### config.mk
export PLATFORM = sky130hd
export DESIGN_NAME = wide_add_sequencer
export DESIGN_NICKNAME = d
export VERILOG_FILES = /design/src/rtl/wide_add_sequencer.sv
export SDC_FILE = /design/constraint.sdc
export NUM_CORES = 1
export LEC_CHECK = 0
export CELL_PAD_IN_SITES_DETAIL_PLACEMENT = 0
export CELL_PAD_IN_SITES_GLOBAL_PLACEMENT = 1
export CORE_ASPECT_RATIO = 0.7
export CORE_MARGIN = 2
export CORE_UTILIZATION = 34
export DETAILED_ROUTE_END_ITERATION = 10
export HOLD_SLACK_MARGIN = 0.03
export PLACE_DENSITY_LB_ADDON = 0.1
export SYNTH_ARGS = -nofsm -noshare
export SYNTH_HDL_FRONTEND = slang
export SYNTH_SLANG_ARGS = --single-unit
### constraint.sdc
create_clock -name clk -period 3.6 [get_ports clk]
set_input_delay 0.72 -clock clk [delete_from_list [all_inputs] [get_ports clk]]
set_output_delay 0.72 -clock clk [all_outputs]
set_load 0.005 [all_outputs]
### src/rtl/wide_add_sequencer.sv
// wide_add_sequencer
//
// Adds two multi-word operands by streaming them one 16-bit limb per cycle,
// least significant limb first, through a single 16-bit adder. The carry out
// of each limb is kept in a register and fed into the next limb, so operands
// of 16*LIMBS bits are summed in LIMBS accepted cycles. Results come out one
// limb at a time through a single output register.
//
// Build option: define WIDE_ADD_SUBTRACT_EN to add the in_sub port. When
// in_sub is 1 on limb 0 the whole operand computes A - B. In that mode
// out_cout=1 means "no borrow".
//
// Handshake: a beat transfers on a rising edge where valid & ready are both 1.
// The producer holds its data stable while valid=1 and ready=0. Here
// in_ready = !out_valid | out_ready, so a new limb is taken whenever the
// output register is empty or is being drained in the same cycle. There is
// no combinational path from in_valid to out_valid.
//
// Ports:
//   clk, reset             rising-edge clock, asynchronous active-high reset
//   in_valid/in_ready      input limb handshake
//   in_a, in_b             16-bit operand limbs
//   in_cin                 carry-in, used on limb 0 only
//   in_sub                 subtract select, limb 0 only (WIDE_ADD_SUBTRACT_EN)
//   out_valid/out_ready    output limb handshake
//   out_sum                16-bit sum limb
//   out_last               out_sum is the most significant limb
//   out_cout, out_ovf      final carry / signed overflow, 0 unless out_last
//   busy                   an operand is partially consumed
module wide_add_sequencer #(
  parameter int LIMBS = 4
) (
  input  logic        clk,
  input  logic        reset,
  input  logic        in_valid,
  output logic        in_ready,
  input  logic [15:0] in_a,
  input  logic [15:0] in_b,
  input  logic        in_cin,
`ifdef WIDE_ADD_SUBTRACT_EN
  input  logic        in_sub,
`endif
  output logic        out_valid,
  input  logic        out_ready,
  output logic [15:0] out_sum,
  output logic        out_last,
  output logic        out_cout,
  output logic        out_ovf,
  output logic        busy
);

  // The counter stays at least one bit wide even when LIMBS=1.
  localparam int IDX_W = (LIMBS > 1) ? $clog2(LIMBS) : 1;
  localparam logic [IDX_W-1:0] LAST_IDX = IDX_W'(LIMBS - 1);

  logic [IDX_W-1:0] idx_q, idx_d;
  logic             c_q, c_d;
  logic             out_valid_q, out_valid_d;
  logic [15:0]      out_sum_q, out_sum_d;
  logic             out_last_q, out_last_d;
  logic             out_cout_q, out_cout_d;
  logic             out_ovf_q, out_ovf_d;
`ifdef WIDE_ADD_SUBTRACT_EN
  logic             sub_q, sub_d;
`endif

  logic        in_accept;
  logic        out_accept;
  logic        first_limb;
  logic        last_limb;
  logic        sub_eff;
  logic [15:0] b_eff;
  logic        carry_in;
  logic [16:0] add_res;

  assign in_ready = !out_valid_q | out_ready;

  always_comb begin
    in_accept  = in_valid & in_ready;
    out_accept = out_valid_q & out_ready;
    first_limb = (idx_q == '0);
    last_limb  = (idx_q == LAST_IDX);

`ifdef WIDE_ADD_SUBTRACT_EN
    // The subtract mode is taken from the port on limb 0 and then held for
    // the remaining limbs of the operand.
    sub_eff = first_limb ? in_sub : sub_q;
`else
    sub_eff = 1'b0;
`endif

    // Subtraction is A + ~B + 1; the +1 is injected as the limb-0 carry.
    b_eff    = sub_eff ? ~in_b : in_b;
    carry_in = first_limb ? (sub_eff | in_cin) : c_q;
    add_res  = {1'b0, in_a} + {1'b0, b_eff} + {16'd0, carry_in};

    idx_d       = idx_q;
    c_d         = c_q;
    out_valid_d = out_valid_q;
    out_sum_d   = out_sum_q;
    out_last_d  = out_last_q;
    out_cout_d  = out_cout_q;
    out_ovf_d   = out_ovf_q;
`ifdef WIDE_ADD_SUBTRACT_EN
    sub_d       = sub_q;
`endif

    if (in_accept) begin
      idx_d       = last_limb ? '0 : idx_q + 1'b1;
      c_d         = add_res[16];
      out_valid_d = 1'b1;
      out_sum_d   = add_res[15:0];
      out_last_d  = last_limb;
      out_cout_d  = last_limb & add_res[16];
      // Signed overflow of the full-width result only depends on the top limb.
      out_ovf_d   = last_limb & (in_a[15] == b_eff[15]) & (add_res[15] != in_a[15]);
`ifdef WIDE_ADD_SUBTRACT_EN
      sub_d       = sub_eff;
`endif
    end else if (out_accept) begin
      out_valid_d = 1'b0;
    end
  end

  always_ff @(posedge clk or posedge reset) begin
    if (reset) begin
      idx_q       <= '0;
      c_q         <= 1'b0;
      out_valid_q <= 1'b0;
      out_sum_q   <= 16'd0;
      out_last_q  <= 1'b0;
      out_cout_q  <= 1'b0;
      out_ovf_q   <= 1'b0;
`ifdef WIDE_ADD_SUBTRACT_EN
      sub_q       <= 1'b0;
`endif
    end else begin
      idx_q       <= idx_d;
      c_q         <= c_d;
      out_valid_q <= out_valid_d;
      out_sum_q   <= out_sum_d;
      out_last_q  <= out_last_d;
      out_cout_q  <= out_cout_d;
      out_ovf_q   <= out_ovf_d;
`ifdef WIDE_ADD_SUBTRACT_EN
      sub_q       <= sub_d;
`endif
    end
  end

  assign out_valid = out_valid_q;
  assign out_sum   = out_sum_q;
  assign out_last  = out_last_q;
  assign out_cout  = out_cout_q;
  assign out_ovf   = out_ovf_q;
  assign busy      = (idx_q != '0);

endmodule
# After elaboration in Yosys (flattened, before gate mapping)
# Cells that the tools add are included.
dict set report op_classes {
  add_sub_neg 3
  eq_ne 3
  mux 4
  bitwise 6
  reduce_logical 4
}
# cell n
set ops {}
lappend ops {{$add A16 B16 Y17} 1}
lappend ops {{$add A17 B1 Y17} 1}
lappend ops {{$and A1 B1 Y1} 5}
lappend ops {{$reduce_bool A2 Y1} 2}
lappend ops {{$mux W1} 3}
lappend ops {{$add A2 B1 Y2 const B} 1}
lappend ops {{$eq A2 B2 Y1 const B} 1}
lappend ops {{$logic_not A2 Y1} 1}
lappend ops {{$mux W2} 1}
lappend ops {{$eq A1 B1 Y1} 1}
lappend ops {{$logic_not A1 Y1} 1}
lappend ops {{$ne A1 B1 Y1} 1}
lappend ops {{$or A1 B1 Y1} 1}
dict set report totals {
  regBits 23
  input_bits 37
  out_inout_bits 22
}

# Logic depth before layout (Yosys ltp)
# Gate-level depths: netlist of the first run.
dict set report depth {
  depth_word 5
  depth_mapped 10
}

# Least setup slack after synthesis of the first run
# Ideal clock, no wire load.
dict set report synth_path {
  path_kind {input to register}
  from {in in_a[0]}
  to {reg out_sum_q[10], in the netlist out_sum[10]}
  setup_time_ns 0.096
  arrival_ns 2.548
  t_required_ns 3.504
  setup_slack_ns 0.956
  stages 8
  n_path_buf 0
  path_cell_list {inv_1 -> fa_1 -> fa_1 -> and2b_1 -> o2111ai_2 -> a211oi_2 -> nor3_1 -> o31ai_1}
}
dict set report synth_between {
  elab_chain_len 2
}
# element line
set synth_rtl {}
lappend synth_rtl {{start, declared} 37} ;# input logic [15:0] in_a,
lappend synth_rtl {{$add A16 B16 Y17} 95} ;# add_res = {1'b0, in_a} + {1'b0, b_eff} + {16'd0, carry_in};
lappend synth_rtl {{$add A17 B1 Y17} 95}
lappend synth_rtl {{end signal, assigned} 141} ;# out_sum_q <= out_sum_d;
lappend synth_rtl {{end, declared} 59} ;# logic [15:0] out_sum_q, out_sum_d;
# Every way passes these cells.
# A chain may end at the register's enable or synchronous reset.

# Worst setup path after layout of the first run
# Same ends and word-level chain as after synthesis.

==> results of run 1 <==
metal layers:
metal  GRT usage  share of wire
met4      0.0284         0.0050
met2       0.240           0.43
met5           0              0
met3      0.0384          0.058
met1       0.223           0.51
synth_stat cells (all sizes together), types with 3 or more instances:
cell type  number  area share
o211ai          3       0.012
o21a            6       0.025
xor2            4       0.019
o2111ai         4       0.023
nand3           6       0.017
dfrtp          23        0.32
nand2b          7       0.024
a21oi          12       0.042
buf             6       0.015
ha             17        0.12
inv            10       0.021
a21o            3       0.012
nand2          29       0.060
a211oi          3       0.015
and3            3       0.010
o21ai          21       0.067
nor3            4       0.011
or3             4       0.014
nor2            9       0.019
cells in the final DEF (no fill, tap or decap), drive strengths merged, types with 3 or more instances in the layout:
cell / instances
o2111ai: 4
o21a: 6
ha: 17
a21o: 3
a211oi: 3
dfrtp: 23
clkdlybuf4s50: 58
a21oi: 12
xor2: 4
nand2b: 7
nand2: 29
inv: 10
nor2: 9
and3: 3
or3: 4
o211ai: 3
o21ai: 21
nand3: 6
clkbuf: 3
nor3: 4
logic make-up after synthesis:
kind of cell               Yosys count  synth area share
DFF                                 23             0.319
buffers and inverters               18            0.0403
xor gates and xnor gates             6            0.0291
muxes                                2            0.0111
and+or+nand+nor                     68             0.184
adders and majority gates           19             0.140
AOI/OAI and AO/OA                   67             0.276
sequential cells by signal, indices dropped and copies added, names as in the netlist:
name	flops
c_q	1
idx_q	2
out_cout	1
out_last	1
out_ovf	1
out_sum	16
out_valid	1
power groups by stage:
| stage | registers (mW) | clock network (mW) | logic (mW) |
|---|---|---|---|
| floorplan | 0.360 | 0 | 0.224 |
| global placement | 0.359 | 0 | 0.434 |
| detailed placement | 0.360 | 0 | 0.433 |
| CTS | 0.356 | 0.175 | 0.437 |
| global route | 0.362 | 0.187 | 0.482 |
| finish | 0.354 | 0.166 | 0.430 |
worst paths after layout:
check,slack (ps),end,cells past startpoint
worst max register to register,800,out_sum[10],10
worst min-delay path,480,out_sum[0],2
worst max-delay path,590,out_sum[10],9
min in group asynchronous,940,out_sum[0],2
max in group asynchronous,2110,out_sum[11],2
worst min register to register,480,out_sum[0],2
critical path: cells and delay by family:
| family | cells | cell delay (ps) |
|---|---|---|
| compound gates | 3 | 760 |
| fa+ha+maj | 2 | 870 |
| buf+inv | 2 | 500 |
| simple gates | 2 | 340 |
cell type report:
class,count,area share
repair buffers,60,0.238
well taps,72,0.0360
clock buffers,3,0.0165
inverters,10,0.0150
flip-flops and latches,23,0.230
multi-input cells,162,0.462
clock inverters,1,0.00200
metrics by stage:
stage / setup WS (ps) / hold WS (ps)
3_5_place_dp: 316 / 470
4_1_cts: 591 / 492
2_1_floorplan: 956 / 471
5_1_grt: 447 / 514
6_report: 585 / 485
3_3_place_gp: 362 / 465
==> impl_results.md, run 1 <==
* Worst slew margin at 0.399
* Post_cts resized at 0
* First-pass GRT wire length at 7510 um
* Tmin final at between 3000 and 4000 ps
* CP max FO at 5
* Clock network power share at 0.175
* PwrDens at 380 nW/um^2
* Multi-input logic area at ~1200 sq um
* Setup Total Neg Slack at 0 ps
* Max-slew violation count at 0
* CTS hold repair buffers at 0
* NetSw at ~0.31 mW
* Antenna violations before repair at 0
* Status: finished, final reports clean
* Achievable Freq at 0.332 GHz
* Congestion Overflow GR at 0
* Final setup violation count at 0
* Largest net degree at the start of global routing at 24
* Storage element area at around 580 sq um
* I/O pin count at 59
* CP arrival at about 3200 ps
* Cell-internal power at ~0.64 mW
* Root buffer cell: clkbuf_8
* Yosys cell types at 47
* Diodes inserted at 0
* Placed Area at around 2500 sq um
* CP startpoint: in_a[0]
* RSZ-0062 raised after global routing: no
* Post-synthesis sequential area ratio at 0.319
* Overall Global Routing Usage at 0.156
* Reg clk slew, reported paths at about 90 ps
* Cells after Synth at 203
* Post-Syn Nets at 259
* Cell Area, Synth at between 1500 and 2000 sq um
* DR pass1 iterations at 4
* Critical path type: primary input to flop
* Overall Power at 0.951 mW
* CP Capture Type: flop
* Final #Nets at between 300 and 400
* CORE AREA at slightly above 5000 sq um
* Hold Startpoint: out_sum[0]
* EDFF count, synth at 0
* CTS buffer count at 3
* Crit path launch type: primary input
* Final cell count without fillers at between 300 and 400
* Number of failing hold endpoints at the final stage at 0
* Vias in the first global route at approximately 1600
* Most common cell on crit path: fa_1
* TritonCTS clock tree: built
* Clock Skews at roughly 3.2 ps
* Area growth syn-to-layout at 38.7%
* Post-route clock period utilization at 0.837
* Final antenna-violating net count at 0
* # fillers at 524
* Htree depth at 1
* Starting DRT DRC Count at between 60 and 70
* Leakage at 1.07 nW
* Power share of the combinational group at 0.453
* Max Cap Viol at 0
* DR vias at about 1700
* CP peak stage delay at between 400 and 500 ps
* Die area at around 5900 sq um
* Synth warn at 0
* Post-synth ARST share at 1.00
* Flop pwr share at 0.372
* Non-Filler Cell Area, Final at roughly 2500 sq um
* RD Place Congestion at about 0.80
* Worst VDD drop at between 0.00015 and 0.0002 V
* Worst-margin pin slew at 901 ps
* Worst EP required at 3780 ps
* Final core occ at 0.483
* DIE HEIGHT at 64.9 um
* Buffers added on ports at 58
* Yosys reg bits at 23
* Layout cells sized above 1 at 0.0541
* WL/cell at 13.2 um
* Crit-path slowest cell: fa_1
* Clk sinks at 23
* Detail Placement HPWL at roughly 3500 um
* Die X at 91.0 um
* Latest clock arrival within the worst-skew pair at approximately 270 ps
* Syn_area_per_cell at between 8 and 9 sq um
* Worst min path class: flop to flop
* Worst reg2reg path startpoint: idx_q[0]
* Initial Util at 0.348
* Remaining DRCs at 0
* Ys flop type: dfrtp_1
* Post-Place Cells at between 300 and 400
* Switching fraction of total power at 0.331
* Vias per cell at about 5.1
* Clock Tree Buf Depth at 2
* Critical-path cell list: clkdlybuf4s50_1, inv_1, fa_1, fa_1, and2b_1, o2111ai_2, a211oi_2, nor3_1, o31ai_1
* Post-CTS setup repair buffer count at 0
* Final WL at between 4000 and 5000 um
* Cell Rows at 22
No activity file was read; power rests on OpenSTA's default activity.
==> inputs of run 2 (changes only) <==
==> constraint.sdc (replaced) <==
create_clock -name clk -period 3.2 [get_ports clk]
set_input_delay 0.64 -clock clk [delete_from_list [all_inputs] [get_ports clk]]
set_output_delay 0.64 -clock clk [all_outputs]
set_load 0.005 [all_outputs]
==> run 2 against run 1 <==
  * Global-route usage is 0.44 points higher
  * Cell area is 0.30% higher
  * Combinational power is 13% higher
  * Non-clock buffer count is 1 higher
  * Clock-buffer cell count stayed put
  * Hold slack better by 0.60 ps
  * Critical path type unchanged
  * Largest cell class unchanged
==> impl_results.md, run 2 (synthesis gave the netlist of run 1 again) <==
* Status: finished, final reports clean
* Cell Rows at 22 (unchanged)
* Reg clk slew, reported paths at 90 ps (about the same)
* Worst EP required at 3380 ps (-400 ps)
* Max-slew violation count at 0 (unchanged)
* Antenna violations before repair at 0 (unchanged)
* Final #Nets at 317 (+0.32%)
* First-pass GRT wire length at 7640 um (+1.7%)
* Worst min path class: flop to flop
* # fillers at 530 (+1.1%)
* Remaining DRCs at 0 (unchanged)
* RSZ-0062 raised after global routing: no
* Final antenna-violating net count at 0 (unchanged)
* Clock Tree Buf Depth at 2 (unchanged)
* Buffers added on ports at 58 (unchanged)
* DIE HEIGHT at 64.9 um (unchanged)
* Setup Total Neg Slack at 0 ps (unchanged)
* Die area at 5910 sq um (unchanged)
* Root buffer cell: clkbuf_8
* WL/cell at 13.8 um (+4.7%)
* Vias in the first global route at 1574 (-0.063%)
* Post-CTS setup repair buffer count at 0 (unchanged)
* Post-route clock period utilization at 0.923
* Final setup violation count at 0 (unchanged)
* Detail Placement HPWL at 3640 um (+3.2%)
* DR pass1 iterations at 4 (unchanged)
* Final WL at 4590 um (+5.1%)
* CP max FO at 5 (unchanged)
* Crit-path slowest cell: fa_1
* Number of failing hold endpoints at the final stage at 0 (unchanged)
* RD Place Congestion at 0.829 (+2.9%)
* PwrDens at 429 nW/um^2 (+13%)
* CP arrival at 3140 ps (-50 ps)
* CP peak stage delay at 460 ps (about the same)
* Achievable Freq at 0.339 GHz
* Worst-margin pin slew at 472 ps (-429 ps)
* CTS hold repair buffers at 0 (unchanged)
* DR vias at 1695 (+1.0%)
* Diodes inserted at 0 (unchanged)
* Congestion Overflow GR at 0 (unchanged)
* Cell family with most CP delay: adder cells
* Htree depth at 1 (unchanged)
* I/O pin count at 59 (unchanged)
* Area growth syn-to-layout at 39.1%
* Largest net degree at the start of global routing at 24 (unchanged)
* Overall Power at 1.08 mW (+13%)
* Clock Skews at 1.93 ps (-1.24 ps)
* Vias per cell at 5.11 (+0.71%)
* Most frequent cells in the layout: clkdlybuf4s50_1 (58), nand2_1 (29), dfrtp_1 (23)
* Critical path type: primary input to flop
* Latest clock arrival within the worst-skew pair at 270 ps (about the same)
* Leakage at 1.07 nW (+0.45%)
* Crit path launch type: primary input
* Worst slew margin at 0.685 (+0.286)
* CP bufs+invs at 2 (unchanged)
* Layout cells sized above 1 at 0.0577 (+0.00364)
* Max reg flops at 16 (unchanged)
* Post_cts resized at 0 (unchanged)
* Die X at 91.0 um (unchanged)
* Worst VDD drop at 0.000194 V (+25%)
* Critical-path cell list: clkdlybuf4s50_1, inv_1, fa_1, fa_1, and2b_1, o2111ai_2, a211oi_2, nor3_1, o31ai_1
* CTS buffer count at 3 (unchanged)
* CORE AREA at 5170 sq um (unchanged)
* Commonest non-fill, non-tap cell in the layout: clkdlybuf4s50_1
* Clk sinks at 23 (unchanged)
* Starting DRT DRC Count at 105 (+64%)
* TritonCTS clock tree: built
* CP Capture Type: flop
* WHS at 485 ps (+0.601 ps)
* R2R Setup Slk at 370 ps (-430 ps)
* Max Cap Viol at 0 (unchanged)
* Tmin final at slightly below 3000 ps
* Most common cell on crit path: fa_1
* Overall Global Routing Usage at 0.160 (+0.00436)
* Initial Util at 0.348 (unchanged)
run 2: layout make-up:
type | instances | area [sq um] | area share
repair buffers | 61 | 603 | 0.241
clock buffers | 3 | 41.3 | 0.0165
multi-input cells | 162 | 1150 | 0.461
well taps | 72 | 90.1 | 0.0359
flip-flops and latches | 23 | 576 | 0.230
clock inverters | 1 | 5.00 | 0.00200
inverters | 10 | 37.5 | 0.0150
run 2: path summary, 6_finish.rpt:
path | start | end | depth (start not counted)
worst min register to register | out_sum[0] | out_sum[0] | 2
worst max-delay path | in_a[0] | out_sum[10] | 9
max in group asynchronous | reset | out_sum[14] | 3
min in group asynchronous | reset | out_sum[0] | 3
worst max register to register | idx_q[0] | out_sum[10] | 10
worst min-delay path | out_sum[0] | out_sum[0] | 2
run 2: through the flow:
| step | instances | instance area [sq um] | worst slack (ps) | util |
|---|---|---|---|---|
| floorplan | 203 | 1800 | 636 | - |
| global placement | 328 | 2460 | 33.6 | 0.476 |
| detailed placement | 328 | 2460 | -16.9 | 0.476 |
| CTS | 332 | 2510 | 256 | 0.485 |
| global route | 332 | 2510 | 116 | 0.485 |
| finish | 332 | 2510 | 246 | 0.485 |
run 2: worst reg2reg max path, delay by kind of cell (launching register included):
family	cells	cell delay, ps
AND/OR/NAND/NOR	2	340
buffers and inverters	1	60
multiplexers	1	130
adder cells (fa/ha/maj)	3	1040
flip-flops	1	380
AO/OA/AOI/OAI	3	780
run 2: metal layers:
layer	wire, um	vias to the layer above	GRT usage
li1	-	862	-
met1	2430	788	0.233
met2	1910	43	0.244
met3	229	2	0.0349
met4	24	0	0.0322
met5	0	-	0
run 2: power by group:
group	total, mW	switching (mW)	internal, mW	leakage [nW]
registers	0.400	0.0399	0.360	0.285
clock network	0.191	0.103	0.0871	0.0255
logic	0.486	0.216	0.270	0.762
==> RTL edit 1, RTL diff (settings of run 2) <==
Set the parameter `LIMBS` to 8 (it was 4).
--- a/src/rtl/wide_add_sequencer.sv
+++ b/src/rtl/wide_add_sequencer.sv
@@ -29,5 +29,5 @@
 //   busy                   an operand is partially consumed
 module wide_add_sequencer #(
-  parameter int LIMBS = 4
+  parameter int LIMBS = 8
 ) (
   input  logic        clk,
Check against the original RTL: not equivalent (a bounded check fails within 10 cycles, from zero or initial values and one cycle with reset high).
==> RTL edit 1 against run 2 <==
  * Maximum frequency fell by 2.3%
  * Count of clock-buffer cells in the layout did not move
  * Final area rose by 2.6%
  * Worst setup slack got worse by 0.069 ns
  * Sequential cell count rose by 1
  * Die area fell by 0.20%
  * Total power rose by 8.8%
  * Critical path depth rose by 1
  * Area after synthesis fell by 0.21%
  * Core utilization rose by 1.3 points
  * Routed wire length rose by 0.87%
==> RTL edit 1: results (changes against run 2) <==
status: finished clean (unchanged)
average via count per standard cell: 5.04 (was 5.11)
Worst Path Max Fanout: 2 (was 5)
met3 routed WL: 235 µm (was 229 µm)
routability cong.: 0.826 (was 0.829)
CP Data Arrival Time: 3.23 ns (was 3.14 ns)
wire length on met2: 1970 µm (was 1910 µm)
hold_sp: out_sum[7] (was out_sum[0])
register area share after synthesis: 33.4% (was 31.9%)
Setup Skew: 0.00282 ns (was 0.00193 ns)
layout cells sized above 1: 7.52% (was 5.77%)
vias in the first global route: 1,666 (was 1,574)
post-synthesis xor/xnor area fraction: 3.41% (was 2.91%)
Post-Synth Adder-Cell Area: 14.7% (was 14.0%)
Initial DRC Count: 39 (was 105)
main area contributors after synthesis: dfrtp_1 33%, ha_1 13%, nand2_1 6.3% (was dfrtp_1 32%, ha_1 12%, nand2_1 6.0%)
Max-slew headroom: 60.4% (was 68.5%)
leakage power: 1.13 nW (was 1.07 nW)
Setup crit start: in_cin (was in_a[0])
Cell Area, Placed: 2500 µm² (was 2460 µm²)
final std cells w/o fill: 338 (was 332)
post-synthesis compound-gate area fraction: 22.9% (was 27.6%)
Worst VDD drop: 0.000169 V (was 0.000194 V)
GRT Util Overall: 16.8% (was 16.0%)
switch share: 30.4% (was 33.4%)
synth cell count leaders: 30 x nand2_1, 24 x dfrtp_1, 20 x o21ai_0 (was 29 x nand2_1, 23 x dfrtp_1, 17 x ha_1)
worst slack, placed: -0.192 ns (was -0.0169 ns)
largest net degree at the start of global routing: 28 (was 24)
total wire length: 4630 µm (was 4590 µm)
DRT met1 WL: 2410 µm (was 2430 µm)
Reg clk slew, reported paths: 0.09 ns (about the same)
Syn Nets: 260 (was 259)
first-pass GRT wire length: 7990 µm (was 7640 µm)
post-synthesis cell type count: 48 (was 47)
RTL edit 1: layout make-up:
| class | count | area, µm² |
|---|---|---|
| fillers | 527 | 2600 |
| multi-input cells | 161 | 1120 |
| repair buffers | 68 | 656 |
| flip-flops and latches | 24 | 601 |
| well taps | 72 | 90.1 |
| clock buffers | 3 | 41.3 |
| inverters | 9 | 33.8 |
| clock inverters | 1 | 30.0 |
RTL edit 1: logic make-up after synthesis:
logic type / after synthesis
xor+xnor: 7
compound gates: 61
buf+inv: 18
mux: 2
simple gates: 71
flops: 24
fa+ha+maj: 20
RTL edit 1: power groups by stage:
stage	Sequential [mW]	Combinational (mW)	Clock, mW
detailed placement	0.421	0.492	0
floorplan	0.419	0.240	0
CTS	0.416	0.494	0.278
finish	0.413	0.488	0.269
global route	0.423	0.546	0.289
global placement	0.419	0.486	0
RTL edit 1: critical path: stages:
cell and delay (ns):
clkdlybuf4s50_1 0.46, mux2i_1 0.09, fa_2 0.37, fa_1 0.40, and2b_1 0.24, o2111ai_2 0.14, a21oi_2 0.24, o41ai_4 0.10
or4_1 0.47, nand3_1 0.08
RTL edit 1: final timing paths:
check / endpoint / slack (ns) / cells past startpoint
min in group asynchronous: out_sum[2] / 0.72 / 3
max: out_sum[12] / 0.18 / 10
max in group asynchronous: out_sum[11] / 2.24 / 3
min reg2reg: out_sum[7] / 0.49 / 2
min: out_sum[7] / 0.49 / 2
max reg2reg: out_sum[12] / 0.25 / 12
RTL edit 1: stage by stage:
| step | hold slack (ns) | setup TNS [ns] |
|---|---|---|
| 2_1_floorplan | 0.450 | 0 |
| 3_3_place_gp | 0.460 | -0.374 |
| 3_5_place_dp | 0.466 | -0.777 |
| 4_1_cts | 0.494 | 0 |
| 5_1_grt | 0.516 | 0 |
| 6_report | 0.488 | 0 |
RTL edit 1: metal layers:
layer,global-route usage (%),vias up
met1,23.6,794
met5,0,-
li1,-,861
met3,3.49,2
met4,2.84,0
met2,27.0,45
==> RTL edit 2, RTL diff (flow settings as in run 2) <==
Without the edit above. Put one more register stage on the output `out_ovf`. The value now appears one clock later. The other outputs are not delayed to match.
--- a/src/rtl/wide_add_sequencer.sv
+++ b/src/rtl/wide_add_sequencer.sv
@@ -153,5 +153,7 @@
   assign out_last  = out_last_q;
   assign out_cout  = out_cout_q;
-  assign out_ovf   = out_ovf_q;
+  always_ff @(posedge clk) begin
+    out_ovf <= out_ovf_q;
+  end
   assign busy      = (idx_q != '0);
 
Behaviour: not the same (Yosys sat finds a counterexample within 10 cycles, from zero or initial values and one cycle with reset high).
==> RTL edit 2 against run 2 <==
  * Combinational power about the same
  * Largest power group unchanged
  * Non-clock buffer count unchanged
  * Via count decreased by 1.4%
  * Area after synthesis increased by 1.1%
  * Sequential cell count increased by 1
  * Routed wire length decreased by 1.7%
  * Worst setup slack improved by 0.035 ns
  * Count of clock-buffer cells in the layout unchanged
  * Final area increased by 1.8%
  * Total power increased by 9.4%
  * Register-to-register slack about the same
==> RTL edit 2: results (changes against run 2) <==
HPWL after detailed placement: 3500 µm (was 3640 µm)
first-pass GRT wire length: 7740 µm (was 7640 µm)
Non-Clock Buffer Area Fraction: 23.6% (was 24.1%)
multi-input gate count: 162 (unchanged)
routability cong.: 0.767 (was 0.829)
Reg clk slew, reported paths: 0.09 ns (about the same)
Worst Path Max Fanout: 4 (was 5)
CP Data Arrival Time: 3.11 ns (was 3.14 ns)
Initial DRC Count: 58 (was 105)
WHS: 0.384 ns (was 0.485 ns)
Cell Area, Placed: 2480 µm² (was 2460 µm²)
WL per Instance: 13.6 µm (was 13.8 µm)
synthesized instance count: 204 (was 203)
average via count per standard cell: 5.02 (was 5.11)
main area contributors after synthesis: dfrtp_1 32%, ha_1 12%, nand2_1 6.0% (unchanged)
vias in the first global route: 1,638 (was 1,574)
GRT Util Overall: 16.1% (was 16.0%)
final std cells w/o fill: 333 (was 332)
CTS H-Tree Depth: 1 (unchanged)
worst slack, placed: 0.00864 ns (was -0.0169 ns)
Clock buffer cells: 3 (unchanged)
Clock buf/inv share: 2.79% (was 1.85%)
Finished Core Util: 49.1% (was 48.5%)
Least-Margin Pin Slew: 0.494 ns (was 0.472 ns)
post-synthesis async set-or-reset flop share: 95.8% (was 100%)
status: finished clean (unchanged)
Syn Nets: 260 (was 259)
Synth Register Bits: 24 (was 23)
hold path cells: 0 (was 2)
Fill cells: 509 (was 530)
R2R cell count: 10 (unchanged)
register area share after synthesis: 32.7% (was 31.9%)
hold_sp: out_ovf_q (was out_sum[0])
layout cells sized above 1: 5.75% (was 5.77%)
Worst VDD drop: 0.000178 V (was 0.000194 V)
Setup Skew: 0.00468 ns (was 0.00193 ns)
leakage power: 1.09 nW (was 1.07 nW)
==> RTL edit 2: report_power, final <==
part           leakage [nW]  switching [mW]  internal [mW]
Sequential            0.293          0.0405          0.373
Clock                0.0357           0.110          0.168
Combinational         0.762           0.216          0.270
==> RTL edit 2: logic make-up (layout without fill, tap and decap cells) <==
group / count (synthesis) / after routing / share of synthesized area, %
muxes: 2 / 2 / 1.10
DFF: 24 / 24 / 32.7
AOI/OAI and AO/OA: 67 / 67 / 27.3
buffers and inverters: 18 / 75 / 3.98
adders and majority gates: 19 / 19 / 13.9
xor gates and xnor gates: 6 / 6 / 2.88
and+or+nand+nor: 68 / 68 / 18.2
==> RTL edit 2: metal layers <==
metal / global-route usage, % / vias up / part of all wire (%)
li1: - / 859 / -
met1: 23.3 / 778 / 53
met2: 24.7 / 30 / 42
met3: 3.33 / 5 / 4.3
met4: 3.41 / 0 / 0.78
met5: 0 / - / 0
